[config.mk]
export PLATFORM = sky130hd
export DESIGN_NAME = handshake_ctrl_rr_arbiter
export DESIGN_NICKNAME = d
export VERILOG_FILES = /design/src/rtl/handshake_arb_pkg.sv /design/src/rtl/handshake_eager_fork_2.sv /design/src/rtl/handshake_ctrl_rr_arbiter.sv
export SDC_FILE = /design/constraint.sdc
export NUM_CORES = 1
export LEC_CHECK = 0
export ABC_AREA = 1
export BUFFER_PORTS_ARGS = -buffer_cell sky130_fd_sc_hd__buf_2
export CAP_MARGIN = 5
export CORE_MARGIN = 5
export CORE_UTILIZATION = 52
export DETAILED_ROUTE_END_ITERATION = 7
export HOLD_SLACK_MARGIN = 0.1
export PLACE_DENSITY = 0.77
export SYNTH_ARGS = -nofsm -noshare
export SYNTH_HDL_FRONTEND = slang
export SYNTH_SLANG_ARGS = --single-unit
[constraint.sdc]
create_clock -name clk -period 2.2 [get_ports clk]
set_input_delay 0.11 -clock clk [delete_from_list [all_inputs] [get_ports clk]]
set_output_delay 0.11 -clock clk [all_outputs]
set_load 0.02 [all_outputs]
[src/rtl/handshake_arb_pkg.sv]
// Shared types and helpers for the round-robin control-token arbiter.
// Provides the rotating-priority winner search used by the top.
package handshake_arb_pkg;

   localparam int GRANT_CNT_WIDTH = 16;
   localparam int RR_MAX_IN       = 16;
   localparam int RR_IDX_W        = 4;

   typedef struct packed {
      logic                found;
      logic [RR_IDX_W-1:0] idx;
   } rr_pick_t;

   function automatic int clog2_min1(input int n);
      return (n <= 2) ? 1 : $clog2(n);
   endfunction

   // First valid requester at or after ptr, wrapping modulo n.
   function automatic rr_pick_t rr_pick(
      input logic [RR_MAX_IN-1:0] valid,
      input logic [RR_IDX_W-1:0]  ptr,
      input int                   n
   );
      rr_pick_t r;
      int       j;
      r = '0;
      j = 0;
      for (int k = 0; k < RR_MAX_IN; k++) begin
         if (k < n && !r.found) begin
            j = (int'(ptr) + k) % n;
            if (valid[j[RR_IDX_W-1:0]]) begin
               r.found = 1'b1;
               r.idx   = j[RR_IDX_W-1:0];
            end
         end
      end
      return r;
   endfunction

endpackage

[src/rtl/handshake_eager_fork_2.sv]
// Two-way eager fork: tracks which of two output channels has
// already completed and reports when the shared token is fully consumed.
module handshake_eager_fork_2 (
   input  logic       clk,
   input  logic       rst,
   input  logic       valid_i,
   input  logic       clear_i,
   input  logic [1:0] ready_i,
   output logic [1:0] valid_o,
   output logic       done_o
);

   logic [1:0] sent_q, sent_d;

   assign valid_o = {2{valid_i}} & ~sent_q;
   assign done_o  = valid_i & (&(sent_q | ready_i));

   always_comb begin
      sent_d = sent_q | (valid_o & ready_i);
      if (clear_i || done_o) begin
         sent_d = '0;
      end
   end

   always_ff @(posedge clk or negedge rst) begin
      if (!rst) begin
         sent_q <= '0;
      end else begin
         sent_q <= sent_d;
      end
   end

endmodule

[src/rtl/handshake_ctrl_rr_arbiter.sv]
// Round-robin arbiter for dataless control tokens with registered fork output.
// Define HANDSHAKE_ARB_GRANT_CNT_EN to add the saturating grant_count port.
module handshake_ctrl_rr_arbiter
   import handshake_arb_pkg::*;
#(
   parameter int NUM_INPUTS  = 4,
   parameter int INDEX_WIDTH = 2
) (
   input  logic                   clk,
   input  logic                   rst,
   input  logic [NUM_INPUTS-1:0]  ins_valid,
   output logic [NUM_INPUTS-1:0]  ins_ready,
   output logic                   outs_valid,
   input  logic                   outs_ready,
   output logic [INDEX_WIDTH-1:0] index,
   output logic                   index_valid,
   input  logic                   index_ready
`ifdef HANDSHAKE_ARB_GRANT_CNT_EN
   ,
   output logic [GRANT_CNT_WIDTH-1:0] grant_count
`endif
);

   localparam int IW = clog2_min1(NUM_INPUTS);

   logic                 full_q, full_d;
   logic [IW-1:0]        hold_q, hold_d;
   logic [IW-1:0]        ptr_q, ptr_d;
   logic [RR_MAX_IN-1:0] valid_ext;
   logic [RR_IDX_W-1:0]  ptr_ext;
   rr_pick_t             pick;
   logic                 load, drain;
   logic [1:0]           fork_valid;

   always_comb begin
      valid_ext = '0;
      valid_ext[NUM_INPUTS-1:0] = ins_valid;
      ptr_ext = '0;
      ptr_ext[IW-1:0] = ptr_q;
      pick = rr_pick(valid_ext, ptr_ext, NUM_INPUTS);
   end

   // Gated by rst so nothing is offered while reset is held.
   assign load = rst & pick.found & (~full_q | drain);

   always_comb begin
      ins_ready = '0;
      for (int i = 0; i < NUM_INPUTS; i++) begin
         ins_ready[i] = load & (pick.idx == RR_IDX_W'(i));
      end
   end

   always_comb begin
      full_d = full_q;
      hold_d = hold_q;
      ptr_d  = ptr_q;
      if (load) begin
         full_d = 1'b1;
         hold_d = pick.idx[IW-1:0];
         ptr_d  = (int'(pick.idx) == NUM_INPUTS - 1) ? '0
                : IW'(int'(pick.idx) + 1);
      end else if (drain) begin
         full_d = 1'b0;
      end
   end

   always_ff @(posedge clk or negedge rst) begin
      if (!rst) begin
         full_q <= 1'b0;
         hold_q <= '0;
         ptr_q  <= '0;
      end else begin
         full_q <= full_d;
         hold_q <= hold_d;
         ptr_q  <= ptr_d;
      end
   end

   handshake_eager_fork_2 u_fork (
      .clk     (clk),
      .rst     (rst),
      .valid_i (full_q),
      .clear_i (load),
      .ready_i ({index_ready, outs_ready}),
      .valid_o (fork_valid),
      .done_o  (drain)
   );

   assign outs_valid  = fork_valid[0];
   assign index_valid = fork_valid[1];
   assign index       = INDEX_WIDTH'(hold_q);

`ifdef HANDSHAKE_ARB_GRANT_CNT_EN
   logic [GRANT_CNT_WIDTH-1:0] cnt_q, cnt_d;

   assign cnt_d = (load && cnt_q != '1) ? cnt_q + GRANT_CNT_WIDTH'(1)
                : cnt_q;

   always_ff @(posedge clk or negedge rst) begin
      if (!rst) begin
         cnt_q <= '0;
      end else begin
         cnt_q <= cnt_d;
      end
   end

   assign grant_count = cnt_q;
`endif

endmodule
==> implementation parameters <==
Parameter                              Value

Run status
  Outcome ... completed

Critical path
  Origin of the critical flop-to-flop path ... ptr_q[0]
  Critical path launch point type ... register
  Crit-path max FO ... 7
  Endpoint arrival time on the critical path ... 2.07 ns
  Required time at the endpoint of the critical path ... 2.09 ns
  Origin of the worst setup path ... ptr_q[0]
  Endpoint type of the worst setup path ... primary output
  Startpoint-to-endpoint class of the critical path ... reg2out

Placement
  DP HPWL ... 1100 µm
  Routability Congestion ... 0.773
  Number of buffers added on ports ... 15

Yosys
  Register bit total from synthesis ... 7
  Combined area of all synthesized cells ... 732 µm²
  Synthesized net count ... 114
  Cell accounting for the most synthesized area ... dfrtp_1
  Part of the Yosys area used for sequential elements ... 23.9%
  Proportion of netlist area held by the largest area contributor ... 23.9%
  Average instance area after synthesis ... 7.18 µm²
  Distinct cell type count after synthesis ... 23
  Gate count of the mapped netlist ... 102
  Top cells by area in the synthesized netlist ... dfrtp_1 (24%), nand2_1 (14%), nand2_2 (10%)
  Synthesis warning total ... 0

Detailed routing
  Routed vias/inst ... 5.53
  Final antenna-violating net count ... 0
  Total number of vias ... 857
  1st-iter DRT viols ... 21
  Final routed wire length divided by cell count ... 16.0 µm
  # DRC ... 0
  Wire length after detailed routing ... 2490 µm
  Number of detailed-routing iterations run before antenna repair ... 4

Global routing
  M2 GR Usage ... 25.4%
  Vias in the first global route ... 606
  Most Used Layer, Global Route ... met2
  Largest net degree at the start of global routing ... 11
  Antenna violations before repair ... 0
  Wire length of the first global-routing pass ... 2370 µm
  GR Layer Usage met1 ... 18.1%
  GR Util All Layers ... 15.0%
  Global Route met3 Usage ... 4.51%
  Congestion Overflow GR ... 0

Timing
  Final worst-path cycle share ... 99.0%
  Post-layout min period ... 2.18 ns
  Maximum clock frequency ... 0.459 GHz
  Slew HR ... 76.0%
  Skew final ... 0.00607 ns
  Transition time at the pin with the least slew margin ... 0.359 ns
  Unrepaired setup endpoints after global routing ... true
  Count of final hold-check violations ... 0
  Pins Over Slew Limit ... 0
  Setup-failing EPs final ... 0

Final layout
  Fraction of final layout cells sized beyond drive strength 1 ... 62.1%
  Final core area utilization ... 89.0%
  Antenna diode count ... 0
  Area delta synth->final ... 60.2%
  Total number of nets in the final design ... 153
  Fillcell total ... 59

Die
  Site row count ... 13
  Die Y ... 47.5 µm
  Core Footprint ... 0.00132 mm²
  Initial cell density of the core ... 55.6%
  Die area ... 0.00226 mm²
  Number of placed I/O pins ... 16
  Horizontal extent of the die ... 47.5 µm

Clock tree
  Clock-pin slew on the worst setup and hold paths ... 0.05 ns
  Clock sinks ... 7
  Root Buffer ... clkbuf_4
  TritonCTS clock tree ... done
  Worst-Skew Late Latency ... 0.26 ns
  Number of clock buffers inserted by TritonCTS ... 3
  Deepest clock path buffer count ... 2
  Clock H-tree levels ... 1

Min path
  Start point of the worst hold path ... index_ready
  Kind of path behind the tightest hold check ... in2reg

Job
  Max cap viols ... 0
-- repair_timing --
item / CTS / global route
endpoints found under the hold margin: 7 / 0
setup buffers: 7 / 10
endpoints found under the setup margin: 2 / 5
cloned: 0 / 1
pin swaps: 1 / 13
hold buffers: 1 / 0
resized for setup: 3 / 44
-- logic make-up after synthesis --
group           after synthesis  synth area share, %
buf+inv                      19                 12.8
simple gates                 65                 50.1
fa+ha+maj                     4                 6.84
compound gates                7                 6.32
flops                         7                 23.9
-- cell usage after synthesis (all sizes together) --
| master | n |
|---|---|
| inv | 18 |
| nor2 | 11 |
| o22a | 1 |
| nand3 | 10 |
| buf | 1 |
| nand3b | 1 |
| o21ai | 3 |
| nand2 | 42 |
| dfrtp | 7 |
| a21oi | 3 |
| nand4 | 1 |
| ha | 4 |
-- layer usage --
metal / wire length (µm) / up-vias / part of all wire [%]
met5: 0 / - / 0
met4: 29 / 0 / 1.2
li1: - / 393 / -
met1: 984 / 418 / 40
met3: 175 / 4 / 7.0
met2: 1300 / 42 / 52
-- state kept, by name, summed over array words and instances, names as in the netlist --
name	flops
ptr_q	2
index	2
full_q	1
u_fork.sent_q	2
-- through the flow --
stage          worst slack, ns  area, µm²  instances  TNS (ns)  hold slack, ns
4_1_cts                 0.0155        921        144         0           0.143
3_3_place_gp             0.274        822        132         0         -0.0495
3_5_place_dp             0.231        822        132         0         -0.0487
6_report                0.0220       1170        155         0           0.154
2_1_floorplan            0.387        732        102         0          -0.186
5_1_grt                -0.0928       1170        155    -0.338           0.154
-- worst paths after layout --
path	to	slack [ns]	cells past startpoint
min	u_fork.sent_q[1]	0.15	3
min in group asynchronous	index[0]	0.21	2
max	ins_ready[1]	0.02	15
max reg2reg	index[0]	0.09	18
min reg2reg	index[1]	0.48	2
max in group asynchronous	ptr_q[1]	1.80	2
-- layout make-up --
| type | instances | area (µm²) | share of cell area (%) |
|---|---|---|---|
| clock buffers | 3 | 22.5 | 1.92 |
| clock inverters | 1 | 5.00 | 0.427 |
| inverters | 18 | 90.1 | 7.68 |
| multi-input cells | 76 | 621 | 52.9 |
| flip-flops and latches | 7 | 176 | 15.0 |
| well taps | 15 | 18.8 | 1.60 |
| repair buffers | 35 | 239 | 20.4 |
-- worst max-delay path, stage by stage (launching register included) --
cell and delay [ns]:
dfrtp_1 0.38, buf_6 0.15, clkinv_8 0.08, nand2_4 0.08, nand3_4 0.10, nand2_4 0.08, nor2_4 0.11, nand3_4 0.12
nand2_2 0.10, nand2_2 0.07, nand2_4 0.09, inv_2 0.04, ha_2 0.17, inv_2 0.04, nor2_1 0.03, buf_4 0.15
-- cell usage in the layout, fill, tap and decap left out --
cell type,n
nor2_4,1
buf_6,1
nor2_1,10
o22a_1,1
inv_6,1
nand3_1,1
buf_2,12
nand2_4,13
dfrtp_2,1
a21oi_1,2
inv_2,4
nand3b_1,1
clkinv_2,1
nand2_1,17
clkbuf_4,3
nand2_2,10
ha_2,2
nand3_2,3
o21ai_0,1
dfrtp_1,6
buf_4,21
a21oi_2,1
dlygate4sd3_1,1
inv_4,2
nand4_1,1
o21ai_2,2
nand2_8,2
nand3_4,6
ha_1,2
inv_1,10
clkinv_8,1
Power is left out: the tool's default activity adds up to more than one toggle a clock period on the data nets, which glitch-free logic cannot reach.
